**config.mk**
```make
export PLATFORM = sky130hd
export DESIGN_NAME = fifo_pixel_reader
export DESIGN_NICKNAME = d
export VERILOG_FILES = /design/src/rtl/fifo_pixel_reader_pkg.sv /design/src/rtl/fifo_pixel_reader_skid_buf2.sv /design/src/rtl/fifo_pixel_reader.sv
export SDC_FILE = /design/constraint.sdc
export NUM_CORES = 1
export LEC_CHECK = 0
export BUFFER_PORTS_ARGS = -buffer_cell sky130_fd_sc_hd__buf_2
export CELL_PAD_IN_SITES_DETAIL_PLACEMENT = 1
export CELL_PAD_IN_SITES_GLOBAL_PLACEMENT = 2
export CORE_MARGIN = 4
export CORE_UTILIZATION = 38
export CTS_CLUSTER_DIAMETER = 150
export DETAILED_ROUTE_END_ITERATION = 16
export GPL_TIMING_DRIVEN = 0
export PLACE_DENSITY = 0.85
export SLEW_MARGIN = 0
export SYNTH_ARGS = -nofsm -noshare
export SYNTH_HDL_FRONTEND = slang
export SYNTH_SLANG_ARGS = --single-unit
```
**constraint.sdc**
```tcl
create_clock -name clk -period 3.7 [get_ports clk]
set_clock_uncertainty 0.2 [all_clocks]
set_input_delay 1.11 -clock clk [delete_from_list [all_inputs] [get_ports clk]]
set_output_delay 1.11 -clock clk [all_outputs]
set_load 0.01 [all_outputs]
```
**src/rtl/fifo_pixel_reader_pkg.sv**
```systemverilog
// Shared types and helpers for the pixel FIFO read-side master.
package fifo_pixel_reader_pkg;

  typedef enum logic [1:0] {
    ST_IDLE   = 2'd0,
    ST_STREAM = 2'd1,
    ST_DRAIN  = 2'd2
  } rd_state_t;

  // Reads in flight plus pixels parked in the output buffer may never exceed this.
  localparam int CREDITS = 2;

  function automatic int cnt_w(input int n);
    return (n > 1) ? $clog2(n) : 1;
  endfunction

endpackage

```
**src/rtl/fifo_pixel_reader_skid_buf2.sv**
```systemverilog
// Two-entry registered FIFO; push lands one cycle later, pop is combinational from the head.
// A push into a full buffer is accepted only when a pop frees the head in the same cycle.
module fifo_pixel_reader_skid_buf2 #(
  parameter int DATA_W = 8
) (
  input  logic              clk,
  input  logic              aresetn,
  input  logic              push,
  input  logic [DATA_W-1:0] push_data,
  input  logic              pop,
  output logic [DATA_W-1:0] pop_data,
  output logic [1:0]        count,
  output logic              full,
  output logic              empty
);

  logic [DATA_W-1:0] mem [2];
  logic              wr_ptr;
  logic              rd_ptr;
  logic              do_push;
  logic              do_pop;

  assign full     = (count == 2'd2);
  assign empty    = (count == 2'd0);
  assign do_pop   = pop && !empty;
  assign do_push  = push && (!full || do_pop);
  assign pop_data = mem[rd_ptr];

  always_ff @(posedge clk or negedge aresetn) begin
    if (!aresetn) begin
      mem[0] <= '0;
      mem[1] <= '0;
      wr_ptr <= 1'b0;
      rd_ptr <= 1'b0;
      count  <= 2'd0;
    end else begin
      if (do_push) begin
        mem[wr_ptr] <= push_data;
        wr_ptr      <= ~wr_ptr;
      end
      if (do_pop) begin
        rd_ptr <= ~rd_ptr;
      end
      case ({do_push, do_pop})
        2'b10:   count <= count + 2'd1;
        2'b01:   count <= count - 2'd1;
        default: count <= count;
      endcase
    end
  end

endmodule

```
**src/rtl/fifo_pixel_reader.sv**
```systemverilog
// Drains one IMG_W x IMG_H frame from the pixel FIFO into a valid/ready stream with sof/eol/eof.
// Reads are issued only while reads in flight plus buffered pixels stay below two, so m_ready stalls never drop data.
module fifo_pixel_reader
  import fifo_pixel_reader_pkg::*;
#(
  parameter int DATA_W = 8,
  parameter int IMG_W  = 640,
  parameter int IMG_H  = 480
) (
  input  logic              clk,
  input  logic              aresetn,
  input  logic              start,
  output logic              busy,
  output logic              done,
  output logic              err,
  input  logic [DATA_W-1:0] fifo_rd_data,
  output logic              fifo_rd_en,
  input  logic              fifo_rd_ack,
  input  logic              fifo_empty,
  output logic [DATA_W-1:0] m_data,
  output logic              m_valid,
  input  logic              m_ready,
  output logic              m_sof,
  output logic              m_eol,
  output logic              m_eof
);

  localparam int FRAME_PIX = IMG_W * IMG_H;
  localparam int REQ_W     = $clog2(FRAME_PIX + 1);
  localparam int COL_W     = cnt_w(IMG_W);
  localparam int ROW_W     = cnt_w(IMG_H);

  localparam logic [REQ_W-1:0] REQ_FULL = REQ_W'(FRAME_PIX);
  localparam logic [REQ_W-1:0] REQ_LAST = REQ_W'(FRAME_PIX - 1);
  localparam logic [COL_W-1:0] COL_LAST = COL_W'(IMG_W - 1);
  localparam logic [ROW_W-1:0] ROW_LAST = ROW_W'(IMG_H - 1);
  localparam logic [2:0]       CRED_MAX = 3'(CREDITS);

  rd_state_t         state;
  logic [REQ_W-1:0]  req_cnt;
  logic [1:0]        outs;
  logic [COL_W-1:0]  col;
  logic [ROW_W-1:0]  row;

  logic [1:0]        buf_count;
  logic              buf_full;
  logic              buf_empty;
  logic [DATA_W-1:0] buf_data;
  logic [2:0]        credit_used;
  logic              ack_ok;
  logic              accept;

  assign credit_used = {1'b0, outs} + {1'b0, buf_count};
  // fifo_empty is looked at in the issue cycle itself, so a read never goes out against an empty FIFO.
  assign fifo_rd_en  = (state == ST_STREAM) && !fifo_empty && (req_cnt < REQ_FULL)
                       && !buf_full && (credit_used < CRED_MAX);

  // An ack with nothing in flight carries no pixel of ours; it is dropped and flagged.
  assign ack_ok  = fifo_rd_ack && (outs != 2'd0);

  assign m_valid = !buf_empty;
  assign m_data  = buf_data;
  assign accept  = m_valid && m_ready;
  assign m_sof   = m_valid && (col == '0) && (row == '0);
  assign m_eol   = m_valid && (col == COL_LAST);
  assign m_eof   = m_eol && (row == ROW_LAST);
  assign busy    = (state != ST_IDLE);

  fifo_pixel_reader_skid_buf2 #(
    .DATA_W (DATA_W)
  ) u_buf (
    .clk       (clk),
    .aresetn   (aresetn),
    .push      (ack_ok),
    .push_data (fifo_rd_data),
    .pop       (accept),
    .pop_data  (buf_data),
    .count     (buf_count),
    .full      (buf_full),
    .empty     (buf_empty)
  );

  always_ff @(posedge clk or negedge aresetn) begin
    if (!aresetn) begin
      state   <= ST_IDLE;
      req_cnt <= '0;
      outs    <= 2'd0;
      col     <= '0;
      row     <= '0;
      done    <= 1'b0;
      err     <= 1'b0;
    end else begin
      done <= 1'b0;

      if (fifo_rd_ack && (outs == 2'd0)) begin
        err <= 1'b1;
      end

      case ({fifo_rd_en, ack_ok})
        2'b10:   outs <= outs + 2'd1;
        2'b01:   outs <= outs - 2'd1;
        default: outs <= outs;
      endcase

      if (fifo_rd_en) begin
        req_cnt <= req_cnt + 1'b1;
      end

      if (accept) begin
        if (m_eol) begin
          col <= '0;
          row <= m_eof ? '0 : row + 1'b1;
        end else begin
          col <= col + 1'b1;
        end
      end

      case (state)
        ST_IDLE: begin
          if (start) begin
            state   <= ST_STREAM;
            req_cnt <= '0;
            col     <= '0;
            row     <= '0;
          end
        end
        ST_STREAM: begin
          if (fifo_rd_en && (req_cnt == REQ_LAST)) begin
            state <= ST_DRAIN;
          end
        end
        ST_DRAIN: begin
          // The eof beat leaving an otherwise empty pipe closes the frame.
          if (accept && m_eof && (outs == 2'd0) && (buf_count == 2'd1)) begin
            state <= ST_IDLE;
            done  <= 1'b1;
          end
        end
        default: state <= ST_IDLE;
      endcase
    end
  end

endmodule

```
==> results.json <==
{
  "cts_tree": "built",
  "maxSlewViolCount": 0,
  "slew_headroom_pct": 33.2,
  "endpoint_kind": "output pin",
  "avgViaCountPerCell": 5.78,
  "yosys-top-cells-area": "dfrtp_1 (46%), mux2_2 (7.8%), ha_1 (3.6%), nand2_1 (3.2%), a21oi_1 (3.2%)",
  "grt_pass1_wl_microns": 15800,
  "avgSynthCellArea_sq_um": 10.0,
  "antenna_left": 0,
  "synth_xor_area_share_pct": 3.78,
  "layout.cells.non_filler": 504,
  "syn_to_final_growth_pct": 16.8,
  "grt_usage_pct": 18.0,
  "drtIter0Drc": 61,
  "synth_nets": 372,
  "cp_max_fo": 10,
  "drc": 0,
  "grt_max_degree": 65,
  "synthCells": 347,
  "detailed_place_hpwl_microns": 6290,
  "htree_levels": 3,
  "fmax_ghz": 0.263,
  "layout-drive-gt1-share_pct": 23.7,
  "cts.clk_slew.worst_paths_ps": 80,
  "ff_latch_area_sq_um": 1600,
  "period_needed_ps": 3800,
  "synth_area_sq_um": 3480,
  "muxShareOfSynthArea_pct": 8.64,
  "yosys.area_share.simple_pct": 22.9,
  "die_w_microns": 104,
  "diodes": 0,
  "worst_slack_ps": -102,
  "tns_ps": -102,
  "yosysTopAreaCell": "dfrtp_1",
  "async_flop_share_pct": 100,
  "ys.flop_type": "dfrtp_1",
  "setup_violations": 1,
  "core_area_sq_um": 8810,
  "fillers": 991,
  "ys_seq_elements": 64,
  "vias": 2912,
  "synth_common_cells": "dfrtp_1 (64), nand2_1 (30), mux2_2 (24)",
  "synth_fa_ha_area_share_pct": 4.17,
  "maxCapViolations": 0,
  "rows": 34,
  "worst_pin_slew_ps": 993,
  "ys_seq_area_share_pct": 46.1,
  "drt-wirelength-per-cell_microns": 18.2,
  "nets": 416,
  "cts.sinks": 64,
  "synth.top_cell.area_share_pct": 46.1,
  "io_pins": 30,
  "holdBufCountCts": 0,
  "start_util_pct": 39.5,
  "drt_first_pass_iters": 4,
  "synth_edf_count": 0,
  "outcome": "finished, violations left",
  "multi_input_area_sq_um": 1800,
  "p_leak_nw": 1.71,
  "final_core_util_pct": 46.1,
  "min_path_type": "reg2reg",
  "die_y_microns": 104,
  "p_per_area_nw_per_um2": 659,
  "post-synth-top-count-cell": "dfrtp_1",
  "criticalPathCategory": "reg2out",
  "clock_path_buffers": 2,
  "synth-warning-count": 0,
  "dp_cells": 484,
  "period_share_pct": 103,
  "portBuffers": 29,
  "root_buffer": "clkbuf_8",
  "synthDistinctLibCells": 49,
  "p_total_mw": 2.68,
  "synth_compound_area_share_pct": 11.5,
  "clock_latency_ps": 350,
  "rsz0062_at_grt": "true",
  "fp.dieArea_sq_um": 10700,
  "cp-start-kind": "flop",
  "ir_drop_mv": 0.337,
  "cp_data_arrival_time_ps": 2490,
  "gp_congestion": 0.770,
  "hold_viol": 0,
  "drt-total-wl_microns": 9150,
  "worstPathRequired_ps": 2390,
  "grt_overflow": 0,
  "antenna_found_initial": 0,
  "cts_inserted_buffers": 9,
  "synth_top_family_by_area": "simple AND/OR/NAND/NOR gates",
  "violations": "setup timing",
  "grt_pass1_vias": 3097,
  "hold_slack_ps": 271
}
flip-flops by register name, indices dropped and copies added (netlist names):
name / flops
col: 10
done: 1
err: 1
outs: 2
req_cnt: 19
row: 9
state: 2
u_buf.count: 2
u_buf.mem: 16
u_buf.rd_ptr: 1
u_buf.wr_ptr: 1
final timing paths:
| check | slack (ps) | from | end | depth (start not counted) |
|---|---|---|---|---|
| max | -100 | u_buf.count[0] | fifo_rd_en | 7 |
| max reg2reg | 530 | u_buf.count[0] | outs[1] | 12 |
| max in group asynchronous | 2010 | aresetn | outs[0] | 1 |
| min reg2reg | 270 | err | err | 1 |
| min | 270 | err | err | 1 |
| min in group asynchronous | 660 | aresetn | req_cnt[5] | 1 |
worst max-delay path, stage by stage (launching register included):
cell,delay (ps)
dfrtp_1,400
and2_4,170
fa_1,430
or4_4,450
a211o_1,290
buf_6,160
nor2_4,130
buf_6,120
through the flow:
step,setup slack (ps),cell area [sq um]
after floorplan,17.9,3480
after global placement,-527,3760
after detailed placement,-502,3760
after CTS,-113,4050
after global routing,-181,4060
final,-102,4060
final cells by class:
class | instances | area share, %
Multi-Input combinational cell | 258 | 44.4
Sequential cell | 64 | 39.5
Timing Repair Buffer | 33 | 4.53
Tap cell | 108 | 3.33
Clock buffer | 9 | 3.05
Clock inverter | 7 | 2.53
Buffer | 11 | 1.39
Inverter | 14 | 1.29
where the power goes:
group,switching [mW],leakage [nW],internal [mW]
clock network,0.311,0.110,0.386
logic,0.503,0.772,0.481
registers,0.128,0.827,0.868
timing repair:
item	4_1_cts	5_1_grt
buffers inserted	4	0
hold endpoints to repair	0	0
gates resized for setup	9	2
pin swaps	3	0
endpoints found under the setup margin	2	3
cell families (layout without fill, tap and decap cells):
kind of cell | after synthesis | in the layout
compound gates | 62 | 62
buf+inv | 25 | 74
flops | 64 | 64
fa+ha+maj | 11 | 11
xor+xnor | 15 | 15
mux | 27 | 27
simple gates | 143 | 143
layer usage:
| layer | share of wire (%) | track usage, % | vias to the layer above |
|---|---|---|---|
| met1 | 47 | 23.7 | 1484 |
| met5 | 0 | 0 | - |
| met2 | 49 | 29.8 | 45 |
| met3 | 3.3 | 4.04 | 9 |
| li1 | - | - | 1374 |
| met4 | 1.2 | 4.94 | 0 |
cells in the final DEF (no fill, tap or decap), drive strengths merged, types with 4 or more instances in the layout:
master / instances
nor4: 7
nor3: 10
xnor2: 7
buf: 35
or4: 10
nand2b: 5
nand2: 30
ha: 10
clkbuf: 18
o21ai: 10
a21oi: 22
a31o: 4
o31ai: 8
nand3: 17
or3: 6
nor2: 23
xor2: 8
inv: 16
dfrtp: 64
nand4: 11
nand4b: 4
mux2: 24
(Power assumes the default switching activity.)
